==> src/rtl/ground_window_renderer.sv <==
// Ground strip renderer: shadow-latches the per-frame top-left coordinate and turns each
// scanned pixel into a tiled drawing request two cycles later, plus a per-frame pixel count.
module ground_window_renderer #(
    parameter int unsigned OBJECT_WIDTH  = 64,
    parameter int unsigned OBJECT_HEIGHT = 32,
    parameter int unsigned TILE_COUNT    = 10,
    parameter int unsigned COUNT_WIDTH   = 20
) (
    input  logic                          clk,
    input  logic                          reset,
    input  logic                          startOfFrame,
    input  logic signed [1:0][10:0]       coordinate,
    input  logic        [10:0]            pixelX,
    input  logic        [10:0]            pixelY,
    input  logic                          pixelValid,
    output logic                          drawingRequest,
    output logic        [10:0]            offsetX,
    output logic        [10:0]            offsetY,
    output logic        [3:0]             tileIndex,
    output logic        [COUNT_WIDTH-1:0] lastFramePixels
);
    localparam int unsigned CW      = 11;
    localparam int unsigned DW      = 13;
    localparam int unsigned TW      = 4;
    localparam int unsigned OW_LOG2 = $clog2(OBJECT_WIDTH);

    localparam logic signed [DW-1:0] STRIP_W  = DW'(OBJECT_WIDTH * TILE_COUNT);
    localparam logic signed [DW-1:0] TILE_H   = DW'(OBJECT_HEIGHT);
    localparam logic        [DW-1:0] OW_MASK  = DW'(OBJECT_WIDTH - 1);
    localparam logic [COUNT_WIDTH-1:0] CNT_MAX = '1;

    logic        [CW-1:0]          lat_x_q, lat_x_d;
    logic        [CW-1:0]          lat_y_q, lat_y_d;
    logic signed [DW-1:0]          dx_q, dx_d;
    logic signed [DW-1:0]          dy_q, dy_d;
    logic                          v1_q, v1_d;
    logic                          draw_req_q, draw_req_d;
    logic        [CW-1:0]          offset_x_q, offset_x_d;
    logic        [CW-1:0]          offset_y_q, offset_y_d;
    logic        [TW-1:0]          tile_index_q, tile_index_d;
    logic        [COUNT_WIDTH-1:0] cnt_q, cnt_d;
    logic        [COUNT_WIDTH-1:0] last_pix_q, last_pix_d;
    logic                          hit;

    // Shadow latch, two-stage pixel pipeline and per-frame counter
    always_comb begin
        lat_x_d      = lat_x_q;
        lat_y_d      = lat_y_q;
        cnt_d        = cnt_q;
        last_pix_d   = last_pix_q;
        offset_x_d   = '0;
        offset_y_d   = '0;
        tile_index_d = '0;

        if (startOfFrame) begin
            lat_x_d = coordinate[0];
            lat_y_d = coordinate[1];
        end

        // Pixel is unsigned, latched origin is sign-extended so negative origins clip
        dx_d = {2'b00, pixelX} - {{(DW - CW){lat_x_q[CW-1]}}, lat_x_q};
        dy_d = {2'b00, pixelY} - {{(DW - CW){lat_y_q[CW-1]}}, lat_y_q};
        v1_d = pixelValid;

        hit = v1_q && !dx_q[DW-1] && (dx_q < STRIP_W) && !dy_q[DW-1] && (dy_q < TILE_H);
        draw_req_d = hit;
        if (hit) begin
            offset_x_d   = CW'(dx_q & OW_MASK);
            offset_y_d   = CW'(dy_q);
            tile_index_d = TW'(dx_q >> OW_LOG2);
        end

        if (startOfFrame) begin
            last_pix_d = cnt_q;
            cnt_d      = draw_req_q ? COUNT_WIDTH'(1) : '0;
        end else if (draw_req_q && (cnt_q != CNT_MAX)) begin
            cnt_d = cnt_q + COUNT_WIDTH'(1);
        end
    end

    always_ff @(posedge clk) begin
        if (reset) begin
            lat_x_q      <= '0;
            lat_y_q      <= '0;
            dx_q         <= '0;
            dy_q         <= '0;
            v1_q         <= 1'b0;
            draw_req_q   <= 1'b0;
            offset_x_q   <= '0;
            offset_y_q   <= '0;
            tile_index_q <= '0;
            cnt_q        <= '0;
            last_pix_q   <= '0;
        end else begin
            lat_x_q      <= lat_x_d;
            lat_y_q      <= lat_y_d;
            dx_q         <= dx_d;
            dy_q         <= dy_d;
            v1_q         <= v1_d;
            draw_req_q   <= draw_req_d;
            offset_x_q   <= offset_x_d;
            offset_y_q   <= offset_y_d;
            tile_index_q <= tile_index_d;
            cnt_q        <= cnt_d;
            last_pix_q   <= last_pix_d;
        end
    end

    assign drawingRequest  = draw_req_q;
    assign offsetX         = offset_x_q;
    assign offsetY         = offset_y_q;
    assign tileIndex       = tile_index_q;
    assign lastFramePixels = last_pix_q;

endmodule

==> config.mk <==
export PLATFORM = sky130hd
export DESIGN_NAME = ground_window_renderer
export DESIGN_NICKNAME = d
export VERILOG_FILES = /design/src/rtl/ground_window_renderer.sv
export SDC_FILE = /design/constraint.sdc
export NUM_CORES = 1
export LEC_CHECK = 0
export BUFFER_PORTS_ARGS = -buffer_cell sky130_fd_sc_hd__buf_2
export CORE_ASPECT_RATIO = 1.75
export CORE_MARGIN = 4
export CORE_UTILIZATION = 55
export DETAILED_ROUTE_END_ITERATION = 6
export PLACE_DENSITY = 0.82
export SETUP_SLACK_MARGIN = 0.1
export SYNTH_ARGS = -nofsm -noshare
export SYNTH_HDL_FRONTEND = slang
export SYNTH_SLANG_ARGS = --single-unit
export TNS_END_PERCENT = 20
==> constraint.sdc <==
create_clock -name clk -period 2.55 [get_ports clk]
set_input_delay 0.51 -clock clk [delete_from_list [all_inputs] [get_ports clk]]
set_output_delay 0.51 -clock clk [all_outputs]
set_load 0.1 [all_outputs]
* Word level (Yosys, flattened, before mapping)
Cells that the tools add are included.
** Storage, ports and cells
- Bits in registers :: 116
- Bits of input ports :: 48
** Operators by class
- Add/sub/neg operators :: 3
- Order comparisons :: 2
- Eq/ne operators :: 1
- Mux-type cells :: 3
- Bitwise gates (word level) :: 1
- Reduce and logical (&&, ||, !) cells :: 9
** Operators by type and width (number)
- 20-bit two-way mux :: 2
- 12-bit by 11-bit subtractor with 13-bit output :: 2
- 20-bit by 1-bit adder with 20-bit output, second input constant :: 1
- 20-bit != test, second input constant :: 1
- 13-bit by 11-bit less-than comparator with 1-bit output, second input constant :: 1
- 13-bit by 7-bit less-than comparator with 1-bit output, second input constant :: 1
- 1-bit logical AND :: 5
- 1-bit zero test :: 2
- 2-bit nonzero test :: 1
- 2-bit OR reduction :: 1
- 1-bit two-way mux :: 1
- 1-bit inverter :: 1

* Logic depth before layout (Yosys ltp)
Gate-level depths: netlist of run 1.
- Word-level depth :: 7
- Gate-level depth with buffers :: 8
- Depth with buffers taken out :: 8

* Least setup slack after synthesis of run 1
OpenSTA, ideal clock, no wires.
- Path kind :: input to register
- From :: input port pixelY[4]
- To :: register dy_q[9]
- Setup time :: 121 ps
- Arrival time :: 1947 ps
- Data required time :: 2429 ps
- Slack :: 482 ps
- Stages on the path :: 6
- Buffers on the path :: 0
- Cells stage by stage :: ha_1 -> or3_1 -> o221a_1 -> o31a_1 -> o22ai_1 -> mux2_2
** Between the ends
- Longest elaborated chain between the ends :: 1
** RTL lines
- start, declared :: line 14 : input logic [10:0] pixelY,
- 12-bit by 11-bit subtractor with 13-bit output :: line 62 : dy_d = {2'b00, pixelY} - {{(DW - CW){lat_y_q[CW-1]}}, lat_y_q};
- end signal, assigned :: line 98 : dy_q <= dy_d;
- end, declared :: line 35 : logic signed [DW-1:0] dy_q, dy_d;
No other way between the ends.
A chain may end at the register's enable or synchronous reset.

* Worst setup path in the final report of run 1
- From :: register lat_y_q[4]
- To :: register dy_q[9]
** Between the ends
- Longest elaborated chain between the ends :: 1
** RTL lines
- start, declared :: line 33 : logic [CW-1:0] lat_y_q, lat_y_d;
- start signal, assigned :: line 96 : lat_y_q <= lat_y_d;
- 12-bit by 11-bit subtractor with 13-bit output :: line 62
No other way between the ends.

==> results of run 1 <==
power groups by stage:
stage,combinational (mW),clock [mW],sequential [mW]
CTS,0.530,1.46,1.84
floorplan,0.369,0,1.91
detailed placement,0.524,0,1.88
finish,0.533,1.43,1.84
global placement,0.506,0,1.88
global route,0.589,1.52,1.85
through the flow:
| stage | setup WS [ns] | power (mW) | utilization (%) | cells | hold slack [ns] |
|---|---|---|---|---|---|
| global route | 0.3397 | 3.960 | 66.98 | 744 | 0.4015 |
| global placement | 0.3104 | 2.384 | 63.48 | 728 | 0.4097 |
| finish | 0.4734 | 3.799 | 66.98 | 744 | 0.3719 |
| CTS | 0.4905 | 3.831 | 66.98 | 744 | 0.3629 |
| detailed placement | 0.2224 | 2.404 | 63.48 | 728 | 0.4128 |
| floorplan | 0.4824 | 2.282 | - | 541 | 0.4057 |
sequential cells by signal (all words and copies together), names as in the netlist:
| name | count |
|---|---|
| offsetX | 6 |
| cnt_q | 20 |
| v1_q | 1 |
| drawingRequest | 1 |
| dy_q | 13 |
| lat_x_q | 11 |
| dx_q | 13 |
| tileIndex | 4 |
| lastFramePixels | 20 |
| lat_y_q | 11 |
| offsetY | 11 |
how the worst max path moves through the flow:
stage	startpoint	cells past startpoint	endpoint	slack, ns
5_1_grt	lat_y_q[0]$_SDFFE_PP0P_	7	dy_q[10]$_SDFF_PP0_	0.34
2_1_floorplan	pixelY[4]	6	dy_q[9]$_SDFF_PP0_	0.48
3_3_place_gp	pixelY[4]	7	dy_q[9]$_SDFF_PP0_	0.31
6_report	lat_y_q[4]$_SDFFE_PP0P_	7	dy_q[9]$_SDFF_PP0_	0.47
4_1_cts	lat_y_q[4]$_SDFFE_PP0P_	7	dy_q[9]$_SDFF_PP0_	0.49
3_5_place_dp	pixelY[0]	9	dy_q[10]$_SDFF_PP0_	0.22
cell families (layout without fill, tap and decap cells):
logic type / Yosys count / in the layout
AOI/OAI and AO/OA: 70 / 70
xor gates and xnor gates: 18 / 18
adders and majority gates: 27 / 27
buffers and inverters: 56 / 142
DFF: 111 / 111
muxes: 49 / 49
other: 1 / 11
and+or+nand+nor: 199 / 199
area by class of cell:
| cell class | count | area [sq um] |
|---|---|---|
| clock inverters | 4 | 51.30 |
| multi-input cells | 374 | 2600 |
| well taps | 117 | 146.4 |
| fillers | 731 | 2900 |
| repair buffers | 95 | 490.5 |
| inverters | 31 | 116.4 |
| flip-flops and latches | 111 | 2222 |
| clock buffers | 12 | 256.5 |
cell usage in the layout (no fill, tap or decap), drive strengths merged, types with 8 or more instances in the layout:
cell,instances
o21ai,11
nand3,11
nor2b,10
nand4,8
ha,25
dfxtp,111
xnor2,13
nor3,22
inv,32
and2,18
buf,95
clkbuf,12
conb,11
nor2,84
nand2,13
o21a,13
mux2i,45
per-layer routing:
metal	share of wire [%]	vias up	global-route usage, %
met3	4.0	26	4.032
met4	3.0	0	9.305
met2	56	120	40.22
met1	37	1872	23.15
li1	-	2003	-
met5	0	-	0
==> run metrics, run 1 <==
run status finished clean; Critical Path Max Stage Delay 0.46 ns; via count around 4k; Hold Vio Cnt, Final 0; Die Wd 80.26 um; Synth top cells by count dfxtp_1 (111), nor2_1 (84), mux2i_1 (45), inv_1 (31), ha_1 (25); Post-Synth Simple-Gate Area 20.57%; pwr/cell area 645.7 nW/um^2; Die Ht about 130 um; Slew HR a little under three fifths; root buffer cell clkbuf_16; remaining antenna violation count after routing 0; worst-path cell chain inv_1 -> ha_1 -> or3_1 -> o221a_1 -> o31a_1 -> o22ai_1 -> mux2_2; DR vias/cell 5.405; Worst-Skew Late Latency 0.34 ns; CTS tree yes; CTS buffer count 9; Ant. Diodes 0; count leader, synth dfxtp_1; RSZ-0062 raised after global routing no; Worst Setup End Kind register; vias in the first global route 4,100; top cells by area, synth dfxtp_1 (44%), mux2i_1 (9.0%), nor2_1 (6.3%); cts repair resizes 0; Sw Share roughly a quarter; Cells after Synth between 500 and 600; #FFs+latches synth 111; setup bufs post-CTS 0; WP data required 2.78 ns; Nets roughly 700; Seq/Total Area, Yosys 44.22%; fin. max-slew vios 0; Final Skew 0.007699 ns; Yosys top cell area share 44.22%; Ports 95; hold depth 2; DRC Markers 0; crit path time final 2.077 ns; die footprint 10,790 sq um; Worst-Margin Slew about 0.65 ns; HPWL after detailed placement 8.155 mm; r2r worst-path depth 7; Hold EP v1_q$_SDFF_PP0_; TritonCTS sink count 111; part of the power in combinational logic 14.0%; Reg clk slew, reported paths 0.07 ns; EDFF count, synth 0; Max Fclk 481.6 MHz; Max VDD drop 388.9 uV; Worst Min Path Start pixelValid; Post-Synth XOR/XNOR Area 3.137%; Syn. warnings 0; ys async rst share 0%; mux cell area share after synthesis 9.861%; mapped cell area ~5000 sq um; global placer's final weighted congestion 0.9385; detailed-router iteration count before antenna repair 5; drt first-iter violations 156; final setup TNS 0 ns; Core Region 8783 sq um; # H-tree levels 3; initial antenna violation count 0; DP Area 5575 sq um; Crit path buffers/inverters 1; CP Data Arrival Time around 2.3 ns; worst setup path class register to register; Final Cell Area 5883 sq um; R2R Path Start lat_y_q[4]$_SDFFE_PP0P_; final worst-path cycle share 81.44%; Cell Rows 45; predominant post-synthesis flop cell dfxtp_1; setup violators final 0; first-pass GRT wire length around 19 mm; Max-cap violations 0; layout cells sized above 1 20.26%; Initial Util 57.21%; Worst Path Max Fanout 5; NetSw around 0.96 mW; GRT Resource Usage Total 21.67%; post-synthesis average cell area roughly 9.5 sq um; Post-Synth Adder-Cell Area 7.022%; Clk pwr share 37.5%; # hold bufs at CTS 0; Sequential Power Share 48.5%; Synth cell types 58; largest family of logic cells by synthesized area simple AND/OR/NAND/NOR gates; internal power 2.839 mW; wire per inst 14.85 um; post-synthesis compound-gate area fraction 10.33%; Bufs on Longest Clock Path 2; Worst R2R End dy_q[9]$_SDFF_PP0_; Port Buf Inserts 89; startpoint types register; pin count of the biggest net entering global routing 34; Slowest-stage cell, CP or3_1; Min-Delay Path Class input port to register; Lkg Pwr approximately 2.7 nW; Post-Route WL 11.05 mm; Synth-to-Final Area Change 17.08%; flop2flop setup slack around 0.47 ns; gr ovfl total 0; CP delay by family, top compound AO/OA/AOI/OAI gates; leading area contributor after synthesis dfxtp_1
Note: power is estimated with default switching activity, not from simulation.
==> inputs of run 2 (changes only) <==
==> constraint.sdc (replaced) <==
create_clock -name clk -period 2.05 [get_ports clk]
set_input_delay 0.41 -clock clk [delete_from_list [all_inputs] [get_ports clk]]
set_output_delay 0.41 -clock clk [all_outputs]
set_load 0.1 [all_outputs]
==> run metrics, run 2 (same netlist as run 1, synthesis figures left out) <==
drt first-iter violations 119 (-24%); Port Buf Inserts 89 (unchanged); Initial Util 57.21% (unchanged); TritonCTS sink count 111 (unchanged); DRC Markers 0 (unchanged); GRT Resource Usage Total 21.72% (+0.053 points); Slowest-stage cell, CP o211ai_1; # hold bufs at CTS 0 (unchanged); Worst Setup End Kind register; global placer's final weighted congestion 0.8875 (-5.4%); Post-Route WL 11.29 mm (+2.2%); Lkg Pwr 2.826 nW (+5.3%); worst setup path class register to register; Reg clk slew, reported paths 0.07 ns (about the same); remaining antenna violation count after routing 0 (unchanged); Max-cap violations 0 (unchanged); most common cell after layout, fill and taps aside dfxtp_1; fin. max-slew vios 0 (unchanged); Cell Rows 45 (unchanged); Die Wd 80.26 um (unchanged); CP delay by family, top compound AO/OA/AOI/OAI gates; Die Ht 134.4 um (unchanged); vias in the first global route 4,073 (-0.66%); RSZ-0062 raised after global routing yes; CTS buffer count 9 (unchanged); Worst Path Max Fanout 3 (-2); worst-path cell chain inv_1 -> ha_4 -> o21a_1 -> o211ai_1 -> o21ba_4 -> nor3_2 -> mux2_4; detailed-router iteration count before antenna repair 4 (-1); WHS 0.2781 ns (-0.09384 ns); die footprint 10,790 sq um (unchanged); WP data required 2.29 ns (-0.49 ns); Ports 95 (unchanged); wire per inst 14.66 um (-1.3%); gr ovfl total 0 (unchanged); Min-Delay Path Class input port to register; Max Fclk 519.4 MHz (+7.9%); startpoint types register; CP Data Arrival Time 2.17 ns (-0.14 ns); layout cells sized above 1 26.19% (+5.9 points); Ant. Diodes 0 (unchanged); Critical Path Max Stage Delay 0.34 ns (-0.12 ns); CTS tree yes; crit path time final 1.925 ns (-0.1513 ns); Bufs on Longest Clock Path 2 (unchanged); flop2flop setup slack 0.12 ns (-0.35 ns); Core Region 8783 sq um (unchanged); via count 4,178 (+3.9%); DR vias/cell 5.426 (+0.40%); Final Skew 0.01115 ns (+0.003449 ns); run status finished clean; Final Power 4.663 mW (+23%); pin count of the biggest net entering global routing 34 (unchanged); root buffer cell clkbuf_16; HPWL after detailed placement 8.537 mm (+4.7%); first-pass GRT wire length 18.49 mm (-0.74%); initial antenna violation count 0 (unchanged); Nets 724 (+3.9%); # H-tree levels 3 (unchanged); commonest cells after routing, fill and taps aside dfxtp_1 (106), buf_2 (89), nor2_1 (84); Hold Vio Cnt, Final 0 (unchanged); Max VDD drop 465.6 uV (+20%); Synth-to-Final Area Change 22.29%; Crit path buffers/inverters 1 (unchanged); final worst-path cycle share 93.92% (+12 points); pwr/cell area 758.9 nW/um^2 (+18%); Worst-Skew Late Latency 0.35 ns (about the same); setup violators final 0 (unchanged)
==> run 2: cell types whose count changed in the layout (fill, tap and decap cells not counted), moves of 2 or more <==
| cell | previous run | this run |
|---|---|---|
| buf_4 | 6 | 33 |
| dfxtp_1 | 111 | 106 |
| dfxtp_2 | 0 | 5 |
| o21ai_0 | 10 | 7 |
| clkbuf_8 | 2 | 0 |
| clkinvlp_4 | 1 | 3 |
| ha_1 | 25 | 23 |
| ha_4 | 0 | 2 |
| nor3_1 | 21 | 19 |
| nor3b_1 | 4 | 2 |
| nor3b_2 | 0 | 2 |
| o21ai_1 | 1 | 3 |
==> run 2: worst paths after layout <==
path,from,endpoint,cells after the start
min reg2reg,dx_q[6]$_SDFF_PP0_,tileIndex[0]$_SDFF_PP0_,1
max reg2reg,lat_x_q[5]$_SDFFE_PP0P_,dx_q[10]$_SDFF_PP0_,7
min,pixelValid,v1_q$_SDFF_PP0_,2
max,lat_x_q[5]$_SDFFE_PP0P_,dx_q[10]$_SDFF_PP0_,7
==> run 2: what timing repair did <==
item                                    4_1_cts  5_1_grt
resized for setup                             6       16
endpoints found under the setup margin        6       15
buffers inserted                              1        1
cloned                                        0        0
pin swaps                                     1        6
==> run 2: power breakdown <==
group          switching (mW)  total [mW]  leakage [nW]  internal, mW
Clock                   0.797        1.62         0.124         0.824
Combinational           0.427       0.752          1.79         0.325
Sequential             0.0369        2.29         0.910          2.25
==> run 2: area by class of cell <==
type / instances / area [sq um]
sequential: 111 / 2228
clock buffer: 9 / 225.2
clock inverter: 6 / 45.04
inverter: 31 / 116.4
multi-input combinational: 374 / 2690
timing repair buffer: 122 / 693.2
fill: 698 / 2639
tap: 117 / 146.4
==> run 2: through the flow <==
| stage | area, sq um | worst slack (ns) | TNS [ns] | util (%) | cells |
|---|---|---|---|---|---|
| 2_1_floorplan | 5064 | 0.08242 | 0 | - | 541 |
| 3_3_place_gp | 5764 | -0.02547 | -0.05358 | 65.63 | 753 |
| 3_5_place_dp | 5764 | -0.08695 | -0.3648 | 65.63 | 753 |
| 4_1_cts | 6066 | 0.09091 | 0 | 69.06 | 769 |
| 5_1_grt | 6145 | -0.01148 | -0.01148 | 69.96 | 770 |
| 6_report | 6145 | 0.1247 | 0 | 69.96 | 770 |
==> run 2: layer usage <==
| layer | GRT usage, % | up-vias | part of all wire [%] |
|---|---|---|---|
| li1 | - | 2062 | - |
| met4 | 10.34 | 0 | 3.8 |
| met2 | 40.59 | 108 | 57 |
| met1 | 22.64 | 1973 | 36 |
| met3 | 3.831 | 35 | 3.5 |
| met5 | 0 | - | 0 |
